<file path="src/rtl/pre_add_mac_pkg.sv">
// Package for the pipelined pre-add multiply-accumulate block.
// Holds the default operand, accumulator and sample-counter widths, and the
// per-stage control word that travels down the pipeline next to the data.
package pre_add_mac_pkg;

  localparam int DEF_WIDTH     = 16;
  localparam int DEF_ACC_WIDTH = 40;
  localparam int DEF_CNT_WIDTH = 16;

  // One control word per pipeline stage: sample present, and sample restarts
  // the accumulation. clr is only ever set together with vld.
  typedef struct packed {
    logic vld;
    logic clr;
  } ctrl_t;

endpackage : pre_add_mac_pkg

</file>
<file path="src/rtl/pre_add_mac_ctrl_pipe.sv">
// Control pipeline for pipelined_pre_add_mac.
// Carries in_valid/acc_clear alongside the three datapath stages.
//
// Ports:
//   clk        in   rising-edge clock
//   rst_n      in   asynchronous active-low reset, empties the pipeline
//   in_valid   in   a sample enters stage 1 this cycle
//   acc_clear  in   that sample restarts the accumulation (ignored without in_valid)
//   ctrl_p2    out  control word aligned with the registered product (stage 2)
//   vld_p3     out  valid aligned with the accumulator register (stage 3)
module pre_add_mac_ctrl_pipe
  import pre_add_mac_pkg::*;
(
  input  logic  clk,
  input  logic  rst_n,
  input  logic  in_valid,
  input  logic  acc_clear,
  output ctrl_t ctrl_p2,
  output logic  vld_p3
);

  ctrl_t ctrl_p1_d, ctrl_p1_q;
  ctrl_t ctrl_p2_d, ctrl_p2_q;
  logic  vld_p3_d, vld_p3_q;

  always_comb begin
    // A clear without a sample is dropped here, so later stages never see it.
    ctrl_p1_d.vld = in_valid;
    ctrl_p1_d.clr = in_valid & acc_clear;
    ctrl_p2_d     = ctrl_p1_q;
    // The clear bit is consumed by the accumulator update in stage 3, so only
    // the valid bit needs a third register.
    vld_p3_d      = ctrl_p2_q.vld;
  end

  always_ff @(posedge clk or negedge rst_n) begin
    if (!rst_n) begin
      ctrl_p1_q <= '0;
      ctrl_p2_q <= '0;
      vld_p3_q  <= 1'b0;
    end else begin
      ctrl_p1_q <= ctrl_p1_d;
      ctrl_p2_q <= ctrl_p2_d;
      vld_p3_q  <= vld_p3_d;
    end
  end

  assign ctrl_p2 = ctrl_p2_q;
  assign vld_p3  = vld_p3_q;

endmodule : pre_add_mac_ctrl_pipe

</file>
<file path="src/rtl/pipelined_pre_add_mac.sv">
// Pipelined pre-add multiply-accumulate: acc = clear ? (a+b)*c : acc + (a+b)*c.
// Three register stages (pre-add, multiply, accumulate), one sample per cycle,
// no backpressure. A sample presented on edge N produces out_valid three edges
// later. count tracks samples since the last clear (saturating), overflow is a
// sticky flag set when an accumulate carries out of ACC_WIDTH bits.
//
// Build option: define PRE_ADD_MAC_SAT_EN to clamp the accumulator to all-ones
// on overflow; otherwise it wraps modulo 2^ACC_WIDTH. The flag works either way.
//
// Ports:
//   clk        in   rising-edge clock
//   rst_n      in   asynchronous active-low reset, clears all state
//   in_valid   in   a/b/c/acc_clear carry a sample
//   acc_clear  in   sample starts a new accumulation
//   a, b, c    in   WIDTH-bit unsigned operands
//   out_valid  out  out/count/overflow updated this cycle
//   out        out  accumulator, held between valid outputs
//   count      out  samples accumulated since last clear, held between outputs
//   overflow   out  sticky accumulator-overflow flag
module pipelined_pre_add_mac
  import pre_add_mac_pkg::*;
#(
  parameter int WIDTH     = DEF_WIDTH,
  parameter int ACC_WIDTH = DEF_ACC_WIDTH,
  parameter int CNT_WIDTH = DEF_CNT_WIDTH
) (
  input  logic                 clk,
  input  logic                 rst_n,
  input  logic                 in_valid,
  input  logic                 acc_clear,
  input  logic [WIDTH-1:0]     a,
  input  logic [WIDTH-1:0]     b,
  input  logic [WIDTH-1:0]     c,
  output logic                 out_valid,
  output logic [ACC_WIDTH-1:0] out,
  output logic [CNT_WIDTH-1:0] count,
  output logic                 overflow
);

  localparam int SUM_W  = WIDTH + 1;
  localparam int PROD_W = 2 * WIDTH + 1;

  // The full product must fit in the accumulator, otherwise a clear sample
  // could not load it losslessly.
  if (ACC_WIDTH < PROD_W) begin : g_bad_acc_width
    $error("pipelined_pre_add_mac: ACC_WIDTH must be at least 2*WIDTH+1");
  end

  ctrl_t ctrl_p2;
  logic  vld_p3;

  pre_add_mac_ctrl_pipe u_ctrl_pipe (
    .clk       (clk),
    .rst_n     (rst_n),
    .in_valid  (in_valid),
    .acc_clear (acc_clear),
    .ctrl_p2   (ctrl_p2),
    .vld_p3    (vld_p3)
  );

  // Accumulator update with either clamp or wrap; s carries the extra bit.
  function automatic logic [ACC_WIDTH-1:0] acc_limit(input logic [ACC_WIDTH:0] s);
`ifdef PRE_ADD_MAC_SAT_EN
    return s[ACC_WIDTH] ? {ACC_WIDTH{1'b1}} : s[ACC_WIDTH-1:0];
`else
    return s[ACC_WIDTH-1:0];
`endif
  endfunction

  function automatic logic [CNT_WIDTH-1:0] cnt_inc(input logic [CNT_WIDTH-1:0] n);
    return (&n) ? n : n + CNT_WIDTH'(1);
  endfunction

  logic [SUM_W-1:0]     sum_p1_d, sum_p1_q;
  logic [WIDTH-1:0]     c_p1_d, c_p1_q;
  logic [PROD_W-1:0]    prod_p2_d, prod_p2_q;
  logic [ACC_WIDTH-1:0] acc_d, acc_q;
  logic [CNT_WIDTH-1:0] cnt_d, cnt_q;
  logic                 ovf_d, ovf_q;
  logic [ACC_WIDTH:0]   acc_sum;

  always_comb begin
    // Stage 1: pre-add, c delayed to stay aligned with the sum
    sum_p1_d  = SUM_W'(a) + SUM_W'(b);
    c_p1_d    = c;

    // Stage 2: multiply at full precision
    prod_p2_d = PROD_W'(sum_p1_q) * PROD_W'(c_p1_q);

    // Stage 3: accumulate; bubbles leave acc, count and overflow untouched
    acc_sum   = {1'b0, acc_q} + (ACC_WIDTH + 1)'(prod_p2_q);
    acc_d     = acc_q;
    cnt_d     = cnt_q;
    ovf_d     = ovf_q;
    if (ctrl_p2.vld) begin
      if (ctrl_p2.clr) begin
        // The product always fits, so a clear sample never overflows.
        acc_d = ACC_WIDTH'(prod_p2_q);
        cnt_d = CNT_WIDTH'(1);
        ovf_d = 1'b0;
      end else begin
        acc_d = acc_limit(acc_sum);
        cnt_d = cnt_inc(cnt_q);
        ovf_d = ovf_q | acc_sum[ACC_WIDTH];
      end
    end
  end

  always_ff @(posedge clk or negedge rst_n) begin
    if (!rst_n) begin
      sum_p1_q  <= '0;
      c_p1_q    <= '0;
      prod_p2_q <= '0;
      acc_q     <= '0;
      cnt_q     <= '0;
      ovf_q     <= 1'b0;
    end else begin
      sum_p1_q  <= sum_p1_d;
      c_p1_q    <= c_p1_d;
      prod_p2_q <= prod_p2_d;
      acc_q     <= acc_d;
      cnt_q     <= cnt_d;
      ovf_q     <= ovf_d;
    end
  end

  assign out_valid = vld_p3;
  assign out       = acc_q;
  assign count     = cnt_q;
  assign overflow  = ovf_q;

endmodule : pipelined_pre_add_mac

</file>
<file path="config.mk">
export PLATFORM = sky130hd
export DESIGN_NAME = pipelined_pre_add_mac
export DESIGN_NICKNAME = d
export VERILOG_FILES = /design/src/rtl/pre_add_mac_pkg.sv /design/src/rtl/pre_add_mac_ctrl_pipe.sv /design/src/rtl/pipelined_pre_add_mac.sv
export SDC_FILE = /design/constraint.sdc
export NUM_CORES = 1
export LEC_CHECK = 0
export ABC_AREA = 1
export ABC_CLOCK_PERIOD_IN_PS = 9300
export CORE_UTILIZATION = 30
export CTS_CLUSTER_DIAMETER = 100
export CTS_CLUSTER_SIZE = 12
export DETAILED_ROUTE_END_ITERATION = 12
export DONT_BUFFER_PORTS = 1
export GPL_TIMING_DRIVEN = 1
export MAX_ROUTING_LAYER = met4
export PLACE_DENSITY = 0.49
export SLEW_MARGIN = 20
export SYNTH_ARGS = -nofsm -noshare
export SYNTH_HDL_FRONTEND = slang
export SYNTH_HIERARCHICAL = 1
export SYNTH_SLANG_ARGS = --single-unit
</file>
<file path="constraint.sdc">
create_clock -name clk -period 9.3 [get_ports clk]
set_input_delay 0.465 -clock clk [delete_from_list [all_inputs] [get_ports clk]]
set_output_delay 0.465 -clock clk [all_outputs]
set_load 0.1 [all_outputs]
</file>
## Word level (Yosys, flattened, before mapping)

Cells that the tools add are included.
W data, S select, Z words.

- Flip-flop bits (word level): 128
- Input bits: 52
- Output and inout bits: 58
- Logic and storage cells: 24

- Add/sub/neg operators: 3
- Multiply operators: 1
- Equal/unequal tests: 1
- Multiplexer cells: 4
- Bitwise gates (word level): 2
- Reduce and logical (&&, ||, !) cells: 2

Operators with widths:

| cell | count |
|---|---|
| $add A40 B33 Y41 | 1 |
| $mux W40 | 1 |
| $mul A17 B16 Y33 | 1 |
| $mux W16 | 2 |
| $add A16 B16 Y17 | 1 |
| $add A16 B1 Y16 const B | 1 |
| $reduce_and A16 Y1 | 1 |
| $ne A2 B1 Y1 const B | 1 |
| $reduce_and A2 Y1 | 1 |
| $and A1 B1 Y1 | 1 |
| $mux W1 | 1 |
| $or A1 B1 Y1 | 1 |

## Depth between registers and ports, before layout

- Depth after elaboration: 3
- Depth in mapped cells: 27
- Mapped depth without buffers: 25

## Modules after synthesis

Netlist, hierarchy kept.

By module, submodules not included:

| module | times used | cells an instance | area each (sq um) | sequential area each (sq um) |
|---|---|---|---|---|
| pipelined_pre_add_mac | 1 | 2441 | 17481.8 | 3078.0 |
| pre_add_mac_ctrl_pipe | 1 | 8 | 140.1 | 125.1 |

## Worst setup path after synthesis

No wires, ideal clock.

- Path type: register -> register
- Start: reg sum_p1_q[7]
- End: reg prod_p2_q[31]
- Library setup time: 117 ps
- Arrival: 5376 ps
- Required time: 9183 ps
- Setup slack: 3808 ps
- Stages on the path, launching flop included: 25
- Path buffers: 2
- Clock period less this slack: 5492 ps
- Path through: dfrtp_1 > clkbuf_1 > clkbuf_1 > nand2_1 > fa_1 > inv_1 > fa_1 > inv_1 > fa_1 > inv_1 > fa_1 > fa_1 > inv_1 > fa_1 > inv_1 > ha_1 > a21o_1 > a21oi_1 > nand2_1 > nand2_1 > nand3_1 > nand3_1 > nand2_1 > nand2_1 > nand2_1

- Cells in the longest elaborated chain, start to end: 1

Ends and longest elaborated chain:

| what | RTL line | text |
|---|---|---|
| start: declaration | pipelined_pre_add_mac.sv:74 | `logic [SUM_W-1:0] sum_p1_d, sum_p1_q;` |
| start signal: assignment | pipelined_pre_add_mac.sv:118 | `sum_p1_q <= sum_p1_d;` |
| $mul A17 B16 Y33 | pipelined_pre_add_mac.sv:88 | `prod_p2_d = PROD_W'(sum_p1_q) * PROD_W'(c_p1_q);` |
| named net prod_p2_d[31] | pipelined_pre_add_mac.sv:76 | `logic [PROD_W-1:0] prod_p2_d, prod_p2_q;` |
| end signal: assignment | pipelined_pre_add_mac.sv:120 | `prod_p2_q <= prod_p2_d;` |
| end: declaration | pipelined_pre_add_mac.sv:76 |  |

The timed path passes the listed nets, and every way through them passes these cells.
A chain may end at the register's enable or synchronous reset.

## Final worst setup path

- Start: reg c_p1_q[8]
- End: reg prod_p2_q[21]

- Cells in the longest elaborated chain, start to end: 1

Ends and longest elaborated chain:

| what | RTL line | text |
|---|---|---|
| start: declaration | pipelined_pre_add_mac.sv:75 | `logic [WIDTH-1:0] c_p1_d, c_p1_q;` |
| start signal: assignment | pipelined_pre_add_mac.sv:119 | `c_p1_q <= c_p1_d;` |
| $mul A17 B16 Y33 | pipelined_pre_add_mac.sv:88 |  |
| named net prod_p2_d[21] | pipelined_pre_add_mac.sv:76 |  |

The timed path passes the listed nets, and every way through them passes these cells.

==> summary.txt <==
Placed design
  – DP HPWL: 42400 um
  – Area post-placement: 18300 um2
  – IO buf count: 0
  – Final weighted congestion in routability-driven placement: 0.939

STA
  – Setup TNS: 0 ns
  – Fin Hold WS: 0.0256 ns
  – Fmax: 161 MHz
  – Final period util: 66.8%
  – Min Tclk post-route: 6.21 ns
  – Final Setup Violations: 0
  – Fin. Hold Viols: 0
  – Final slew viol count: 0
  – Clock skew: 0.0128 ns
  – RSZ-0062 raised after global routing: false
  – Worst Tran Pin Value: 1.13 ns
  – Max_slew headroom: 24.6%

Global route
  – Grt ovf: 0
  – Vias in the first global route: 15547
  – Largest net degree at the start of global routing: 129
  – Initial antenna violation count: 0
  – Total GRT Usage: 18.5%
  – Global-route wire length before repair: 83200 um

CTS
  – Setup bufs post-CTS: 0
  – Reg clk slew, reported paths: 0.07 ns
  – H-tree levels: 4
  – Skew-Pair Late Insertion Delay: 0.47 ns
  – Post-cts sizing count: 0
  – Max clock buf depth: 2
  – CTS tree: built
  – Root buffer cell: clkbuf_16
  – Cts bufs inserted: 17
  – # clock sinks: 128

Final layout
  – Most frequent cells in the layout: 756 x nand2_1, 575 x inv_1, 210 x fa_1, 155 x ha_1, 134 x nor2_1
  – Fin area: 19100 um2
  – Most common cell after layout, fill and taps aside: nand2_1
  – Share of cells above drive strength 1: 2.81%
  – Antenna cells: 0
  – P&R area growth vs syn: 8.29%
  – Post-Route Utilization: 33.0%
  – Nets@finish: 2822

Detailed routing
  – WL final: 52100 um
  – Drt via density: 4.60
  – Initial DRC count: 797
  – DRT antenna net count: 0
  – Vias: 14647
  – Post-route DRC: 0
  – First-pass iteration count of the detailed router: 5
  – Post-DR wirelength/cell: 16.4 um

Run
  – Max_cap viols: 0

Logic synthesis
  – Synth Area in Compound Gates: 6.35%
  – Ys flop type: dfrtp_1
  – Simple-Gate Fraction of Synth Area: 23.8%
  – Area contributors post-synth: fa_1 24%, dfrtp_1 18%, nand2_1 16%
  – Syn. warnings: 6
  – Syn Area/Cell: 7.20 um2
  – Synth Area in Adders: 34.9%
  – EDFF count, synth: 0
  – Syn Nets: 2866
  – Synth Cell Area: 17600 um2
  – Register area share after synthesis: 18.2%
  – Post-synth cell types: 40
  – Async set or reset register ratio after synthesis: 100%
  – FF+latch count, synth: 128
  – Syn Inst Count: 2449
  – Mux contribution to synthesized area: 0%
  – Fraction of post-synthesis cell area in the top cell type by area: 23.9%
  – XOR/XNOR Fraction of Synth Area: 2.68%
  – Largest family of logic cells by synthesized area: adder cells
  – Post-synth top area cell: fa_1

Die
  – IO Pins: 110
  – Die area: 59700 um2
  – FP Rows: 88
  – Core Footprint: 57900 um2
  – Starting density of the core: 30.4%
  – Die H: 244 um
  – Die width: 244 um

Critical path
  – CP Capture Type: flop
  – Required @ worst endpoint: 9.67 ns
  – Arrival time worst endpoint: 6.59 ns
  – Crit-path max FO: 17
  – CP Launch Type: flop
  – WS Path Type: reg -> reg

Outcome
  – Status: complete, no violations

Min path
  – Hold WC Path Type: in -> reg
## area by class of cell
type | count | area, um2
clock inverter | 13 | 174
inverter | 578 | 2170
clock buffer | 19 | 443
multi-input combinational | 1660 | 11900
timing repair buffer | 20 | 210
fill | 6288 | 38800
tap | 765 | 957
sequential | 128 | 3200
## flip-flops by register name, summed over array words and instances (netlist names)
register / flops
out: 40
prod_p2_q: 33
sum_p1_q: 17
c_p1_q: 16
count: 16
u_ctrl_pipe/ctrl_p1_q: 2
overflow: 1
u_ctrl_pipe/ctrl_p2: 1
u_ctrl_pipe/vld_p3: 1
u_ctrl_pipe/vld_p3_d: 1
## cell usage after synthesis, types with 9 or more instances
| cell | number |
|---|---|
| nand2_1 | 756 |
| inv_1 | 575 |
| fa_1 | 210 |
| ha_1 | 155 |
| nor2_1 | 134 |
| dfrtp_1 | 128 |
| a21oi_1 | 93 |
| nand3_1 | 78 |
| clkbuf_1 | 75 |
| o21ai_0 | 55 |
| xor2_1 | 41 |
| nand4_1 | 19 |
| nor3_1 | 14 |
| o21ai_1 | 13 |
| xnor2_1 | 13 |
| a21o_1 | 11 |
| nor2_2 | 10 |
| nand2_2 | 9 |
## critical path, stage by stage, from the launching register on
cell	delay (ns)
dfrtp_1	0.90
nand2_1	0.17
fa_1	0.56
inv_1	0.06
fa_1	0.49
inv_1	0.05
fa_1	0.53
inv_1	0.05
fa_1	0.50
fa_1	0.54
inv_1	0.05
fa_1	0.53
inv_1	0.04
ha_1	0.36
nand2_1	0.09
inv_1	0.08
nand2_1	0.13
nor2_1	0.33
nand4_1	0.28
nand3_1	0.18
xor2_1	0.18
## per-layer routing
layer  vias to the layer above  share of wire (%)  GRT usage [%]  wire, um
met5                         -                  0              -         0
met2                       347                 48           31.4     25200
li1                       7191                  -              -         -
met1                      7038                 44           22.4     23100
met3                        71                4.5           2.88      2350
met4                         0                2.8           6.16      1480
## worst paths after layout
| path | from | end | slack [ns] | cells after the start |
|---|---|---|---|---|
| worst max-delay path | c_p1_q[8] | prod_p2_q[21] | 3.09 | 20 |
| worst min-delay path | c[6] | c_p1_q[6] | 0.03 | 0 |
| worst max register to register | c_p1_q[8] | prod_p2_q[21] | 3.09 | 20 |
| worst min register to register | u_ctrl_pipe/ctrl_p1_q[1] | u_ctrl_pipe/vld_p3_d | 0.35 | 0 |
| max in group asynchronous | rst_n | sum_p1_q[11] | 8.14 | 2 |
| min in group asynchronous | rst_n | count[5] | 0.62 | 2 |
## timing repair
item / CTS / global route
endpoints found under the setup margin: 0 / 0
endpoints found under the hold margin: 143 / 0
hold buffers: 17 / 0
## through the flow
step / cells / setup slack (ns)
after floorplan: 2449 / 3.81
after global placement: 3134 / 3.06
after detailed placement: 3134 / 3.08
after CTS: 3183 / 3.05
after global routing: 3183 / 2.78
final: 3183 / 3.09
## kinds of logic after synthesis
kind of cell,Yosys count
flops,128
fa+ha+maj,365
compound gates,202
simple gates,1039
xor+xnor,54
buf+inv,661
Power is left out: the tool's default activity adds up to more than one toggle a clock period on the data nets, which glitch-free logic cannot reach.
